**config.mk**
```make
export PLATFORM = sky130hd
export DESIGN_NAME = ram_arbiter_2x8
export DESIGN_NICKNAME = d
export VERILOG_FILES = /design/src/rtl/ram_ctrl_pkg.sv /design/src/rtl/rr_sel_2.sv /design/src/rtl/ram_arbiter_2x8.sv
export SDC_FILE = /design/constraint.sdc
export NUM_CORES = 1
export LEC_CHECK = 0
export BUFFER_PORTS_ARGS = -buffer_cell sky130_fd_sc_hd__buf_2
export CORE_UTILIZATION = 41
export DETAILED_ROUTE_END_ITERATION = 8
export PLACE_DENSITY = 0.82
export SETUP_SLACK_MARGIN = 0.1
export SYNTH_ARGS = -nofsm -noshare
export SYNTH_HDL_FRONTEND = slang
export SYNTH_SLANG_ARGS = --single-unit
```
**constraint.sdc**
```tcl
create_clock -name clk -period 3.55 [get_ports clk]
set_input_delay 0.1775 -clock clk [delete_from_list [all_inputs] [get_ports clk]]
set_output_delay 0.1775 -clock clk [all_outputs]
set_load 0.005 [all_outputs]
```
**src/rtl/ram_ctrl_pkg.sv**
```systemverilog
// ram_ctrl_pkg: shared FSM state encoding and default widths for the RAM arbiter
package ram_ctrl_pkg;
  localparam int DATA_W = 8;
  localparam int ADDR_W = 1;
  typedef enum logic [1:0] {IDLE, ACCESS, WAIT, DONE} state_e;
endpackage

```
**src/rtl/rr_sel_2.sv**
```systemverilog
// rr_sel_2: two-way round-robin selector returning a one-hot grant
module rr_sel_2 (
  input  logic [1:0] req_i,
  input  logic       last_i,
  output logic [1:0] gnt_o
);
  // on a tie the requester not served last wins
  always_comb gnt_o = (req_i == 2'b11) ? (last_i ? 2'b01 : 2'b10) : req_i;
endmodule

```
**src/rtl/ram_arbiter_2x8.sv**
```systemverilog
// ram_arbiter_2x8: two-requester round-robin arbiter in front of a single-port RAM
module ram_arbiter_2x8 #(
  parameter int DATA_W = ram_ctrl_pkg::DATA_W,
  parameter int ADDR_W = ram_ctrl_pkg::ADDR_W
) (
  input  logic              clk,
  input  logic              rst,
  input  logic [1:0]        req,
  input  logic [1:0]        we,
  input  logic [ADDR_W-1:0] addr0,
  input  logic [ADDR_W-1:0] addr1,
  input  logic [DATA_W-1:0] wdata0,
  input  logic [DATA_W-1:0] wdata1,
  output logic [1:0]        ack,
  output logic [DATA_W-1:0] rdata,
  output logic              busy,
  output logic              mem_r_w,
  output logic [ADDR_W-1:0] mem_address,
  output logic [DATA_W-1:0] mem_data_in,
  input  logic [DATA_W-1:0] mem_data_out
);
  import ram_ctrl_pkg::*;
  state_e            state_q;
  logic              sel_q, prio_q, mem_r_w_q;
  logic [1:0]        gnt, ack_q;
  logic [DATA_W-1:0] rdata_q, mem_data_in_q;
  logic [ADDR_W-1:0] mem_address_q;
  // prio_q names the favoured requester, so the last served one is its complement
  rr_sel_2 u_sel (.req_i(req), .last_i(~prio_q), .gnt_o(gnt));
  always_ff @(posedge clk or negedge rst)
    if (!rst) begin
      state_q       <= IDLE;
      sel_q         <= 1'b0;
      prio_q        <= 1'b0;
      ack_q         <= 2'b00;
      rdata_q       <= '0;
      mem_address_q <= '0;
      mem_data_in_q <= '0;
      mem_r_w_q     <= 1'b0;
    end else begin
      ack_q <= 2'b00;
      case (state_q)
        IDLE: if (|req) begin
          sel_q         <= gnt[1];
          mem_r_w_q     <= we[gnt[1]];
          mem_address_q <= gnt[1] ? addr1 : addr0;
          mem_data_in_q <= gnt[1] ? wdata1 : wdata0;
          state_q       <= ACCESS;
        end
        ACCESS: begin
          mem_r_w_q <= 1'b0;
          ack_q     <= mem_r_w_q ? {sel_q, ~sel_q} : 2'b00;
          state_q   <= mem_r_w_q ? DONE : WAIT;
        end
        WAIT: begin
          rdata_q <= mem_data_out;
          ack_q   <= {sel_q, ~sel_q};
          state_q <= DONE;
        end
        DONE: begin
          prio_q  <= ~sel_q;
          state_q <= IDLE;
        end
      endcase
    end
  assign ack         = ack_q;
  assign rdata       = rdata_q;
  assign busy        = state_q != IDLE;
  assign mem_r_w     = mem_r_w_q;
  assign mem_address = mem_address_q;
  assign mem_data_in = mem_data_in_q;
endmodule

```
# Yosys cells after proc, flatten, opt, wreduce, memory -nomap -nowiden
# Index checks and enable logic that the tools add are counted.
op_classes:
  magnitude_cmp: 1
  eq_ne: 5
  n_mux: 13
  bitwise_logic: 1
  n_reduce_logical: 6
ops:
  columns: ["cell", "n"]
  rows:
  - ["$mux W2", 4]
  - ["$mux W8", 1]
  - ["$pmux W2 S4", 1]
  - ["$eq A2 B2 Y1 const B", 3]
  - ["$mux W1", 5]
  - ["$pmux W2 S2", 1]
  - ["$reduce_and A2 Y1", 2]
  - ["$reduce_bool A2 Y1", 2]
  - ["$eq A2 B1 Y1 const B", 1]
  - ["$logic_not A2 Y1", 1]
  - ["$lt A1 B2 Y1 const B", 1]
  - ["$ne A2 B2 Y1 const B", 1]
  - ["$pmux W1 S2", 1]
  - ["$reduce_or A2 Y1", 1]
  - ["$not A1 Y1", 1]
word_totals:
  reg_bits: 24
  inputBits: 32
  output_inout_bits: 21
  elab_cells: 34

# Longest topological paths before layout
logic_depth:
  depth_word: 6
  mapped_depth: 6
  ltp_nobuf: 6

# Cells and area by module
# A second synthesis with hierarchy kept.
hier_totals:
  cells_unflattened: 95
  hier_area_um2: 1116.1
by_module_without_submodules:
  columns: ["module", "n_inst", "cells_each", "area_per_inst_um2", "seq_area_each_um2"]
  rows:
  - ["ram_arbiter_2x8", 1, 92, 1097.3, 600.6]
  - ["rr_sel_2", 1, 3, 18.8, 0.0]

# Least setup slack after synthesis
# Ideal clock, no wire load.
synth_path:
  path_type: "reg-to-reg"
  startpoint: "register state_q[0]"
  endpoint: "register state_q[1]"
  setup_time_ns: 0.125
  arrival_time_ns: 1.322
  t_required_ns: 3.425
  slack_ns: 2.103
  stages_incl_launch_ff: 6
  n_path_buf: 0
  synth_period_minus_slack_ns: 1.447
  path_cell_list: "dfrtp_1 > inv_1 > ha_1 > inv_1 > nor3_1 > mux2_2"
synth_via:
  elab_chain_len: 2
  elab_cells_between_ends: 6
  classes_between: "4 x eq/ne; 1 x mux; 1 x reduce/logical"
synth_lines:
  columns: ["element", "line_no", "rtl"]
  rows:
  - ["start: declaration", "ram_arbiter_2x8.sv:23", "state_e state_q;"]
  - ["start signal: assignment", "ram_arbiter_2x8.sv:53", "state_q <= mem_r_w_q ? DONE : WAIT;"]
  - ["$eq A2 B2 Y1 (tied with other cells)", "ram_arbiter_2x8.sv:42", "case (state_q)"]
  - ["$pmux W2 S4 or $ne A2 B2 Y1 (tied branches)", null, null]
# Several ways; a longest one is shown, not always the timed one.
# A chain may end at the register's enable or synchronous reset.

# Worst setup path after layout
layout_path:
  startpoint: "register state_q[0]"
  endpoint: "register mem_r_w_q, in the netlist mem_r_w"
layout_via:
  elab_chain_len: 3
  elab_cells_between_ends: 6
  classes_between: "2 x eq/ne; 1 x mux; 3 x reduce/logical"
layout_lines:
  columns: ["element", "line_no", "rtl"]
  rows:
  - ["$eq A2 B1 Y1 or $logic_not A2 Y1 (tied branches)", "ram_arbiter_2x8.sv:42", null]
  - ["$reduce_bool A2 Y1 (no line) or $ne A2 B2 Y1 (tied branches)", null, null]
  - ["$reduce_and A2 Y1 (no line)", null, null]
  - ["end signal: assignment", "ram_arbiter_2x8.sv:45", "mem_r_w_q <= we[gnt[1]];"]
  - ["end: declaration", "ram_arbiter_2x8.sv:24", "logic sel_q, prio_q, mem_r_w_q;"]
# Several ways; a longest one is shown, not always the timed one.

==> results.toml <==
[route]
first_iter_violations = 9
final_antenna_net_count = 0
route.detailed.drc = 0
wire_per_inst_um = 12.65
vias_per_cell = 4.739
route.vias.total = 834
finalWirelength_um = 2226
dr.pass1.iters = 4

[synthesis]
async_flop_share_pct = 100.0
ys_warn_count = 0
yosys-top-cells-count = "24 x dfrtp_1, 12 x nand2_1, 11 x mux2i_1"
yosys-top-cells-area = "dfrtp_1 55%, mux2i_1 10%, mux2_2 9.2%, ha_1 6.8%, o21ai_1 4.5%"
yosysTopAreaCell = "dfrtp_1"
syn_nets = 131
synth_edf_count = 0
yosysSeqAreaShare_pct = 54.55
synth.most_common_cell = "dfrtp_1"
synth-main-ff-cell = "dfrtp_1"
synth_top_area_share_pct = 54.55
syn_area_um2 = 1101
syn_inst = 93
synth_area_per_cell_um2 = 11.84
ys_types = 20
ys_ff_latch = 24

[clock_network]
cts_buffers = 3
clockBufferDepth = 2
insertion_delay_ns = 0.30
htreeDepth = 1
ctsHoldBuffers = 1
root_buffer = "clkbuf_4"
path_clk_slew_ns = 0.13
tritoncts = "done"
cts_resized = 0
cts_sinks = 24
postCtsSetupBuffers = 0

[setup_path]
path_max_fanout = 21
crit_chain = "inv_1 > ha_1 > o21ai_1 > nand3_1 > o31ai_1"
reg2reg_from = "state_q[0]"
critPathLaunchType = "flip-flop"
worstSetupEndpointType = "flip-flop"
cp.required_ns = 3.77
critical_path_arrival_ns = 1.97
r2r_end = "mem_r_w"
critPathKind = "reg2reg"
max_stage_delay_ns = 0.62
critPathLaunch = "state_q[0]"
r2r_cells = 5
reg2reg_slack_ns = 1.80
worstSetupEndpoint = "mem_r_w"
critPathSlowestCell = "o21ai_1"

[power_and_ir_drop]
power.density_nw_per_um2 = 813.8
finalPower_w = 0.001168
vdd_drop_max_mv = 0.4875
p_leak_nw = 0.7721

[die]
die_area_um2 = 2897
initial_core_util_pct = 44.04
die_h_um = 53.82
pin_count = 53
core_area_um2 = 2500
rows = 18
die_w_um = 53.82

[timing]
whs_ns = 0.09414
period_share_pct = 49.25
worst_slew_pin_slew_ns = 1.173
setup_tns_ns = 0
finalSetupViolCount = 0
rsz0062_at_grt = "false"
max_clock_freq_mhz = 572.0
slew_violations = 0
slew_headroom_pct = 21.30
setup_slack_ns = 1.802
hold_viol_final = 0
finClkSkew_ns = 0.001178
period_minus_slack_ns = 1.748

[global_route]
grt_use_total_pct = 16.69
grt_antenna_before_repair = 0
grt_overflow_total = 0
grt_max_degree = 25
grt_pass1_wl_um = 3436
grt_pass1_vias = 798

[worst_hold_path]
holdCritPathClass = "in2reg"

[final_layout]
nFillCells = 219
nets = 185
num_antenna_cells = 0
drive_gt1_share_pct = 45.89
area_delta_synth_final_pct = 30.34

[placement]
gp_congestion = 0.7055
place_hpwl_um = 1752
port_buffers = 52
dp_slack_ns = 1.808

[run_status]
status = "complete, no violations"

[run]
drv_cap = 0
==> cell usage in the layout, fill, tap and decap left out, drive strengths merged <==
master,instances
o31ai,1
o21bai,1
mux2i,11
a21oi,3
clkbuf,3
ha,6
inv,5
nand2,12
nor3b,1
buf,52
nand3,1
bufinv,1
nor3,1
a2111oi,1
dfrtp,24
nor2,1
mux2,9
dlygate4sd3,1
o21ai,12
==> power by group <==
part | internal [W] | switching (W)
Combinational | 0.000249 | 0.000234
Clock | 0.000114 | 0.0000796
Sequential | 0.000407 | 0.0000843
Total | 0.000770 | 0.000398
==> cell families (layout without fill, tap and decap cells) <==
logic type / after synthesis / after routing / share of synthesized area [%]
flip-flops: 24 / 24 / 54.55
multiplexers: 20 / 20 / 19.21
AO/OA/AOI/OAI: 18 / 18 / 9.318
AND/OR/NAND/NOR: 16 / 16 / 6.021
buffers and inverters: 9 / 62 / 4.090
adder cells (fa/ha/maj): 6 / 6 / 6.818
==> critical path: cells and delay by family, from the launching register on <==
kind                     cells  cell delay [ns]
adder cells (fa/ha/maj)      1             0.23
AND/OR/NAND/NOR              1             0.15
buffers and inverters        1             0.12
flip-flops                   1             0.43
AO/OA/AOI/OAI                2             0.73
==> routing by layer <==
layer / share of wire (%) / global-route usage (%) / vias to the layer above
met3: 3.7 / 3.672 / 2
li1: - / - / 422
met5: 0 / 0 / -
met4: 0.90 / 5.263 / 0
met2: 53 / 30.25 / 18
met1: 42 / 19.19 / 392
==> registers in the layout (all words and copies together), names as in the netlist <==
signal	count
mem_data_in	8
rdata	8
ack	2
state_q	2
mem_address	1
mem_r_w	1
prio_q	1
sel_q	1
==> per-stage QoR <==
stage	util (%)	area [µm²]	cells
final	57.41	1435	176
after global routing	57.41	1435	176
after CTS	57.41	1435	176
after detailed placement	54.90	1373	171
after global placement	54.90	1373	171
after floorplan	-	1101	93
==> worst min path at each step <==
stage | from | endpoint | slack, ns | cells past startpoint
after detailed placement | rst | ack[1] | 0.19 | 1
final | mem_data_out[6] | rdata[6] | 0.09 | 2
after global placement | rst | ack[0] | 0.18 | 1
after global routing | mem_data_out[2] | rdata[2] | 0.07 | 2
after CTS | mem_data_out[4] | rdata[4] | 0.08 | 2
after floorplan | rst | ack[0] | -0.12 | 0
==> cell type report <==
| class | count | area [µm²] | share of cell area, % |
|---|---|---|---|
| clock buffers | 3 | 22.52 | 1.569 |
| clock inverters | 1 | 30.03 | 2.092 |
| inverters | 5 | 18.77 | 1.308 |
| multi-input cells | 60 | 455.4 | 31.73 |
| flip-flops and latches | 24 | 600.6 | 41.85 |
| well taps | 30 | 37.54 | 2.616 |
| repair buffers | 53 | 270.3 | 18.83 |
Note: power is estimated with default switching activity, not from simulation.
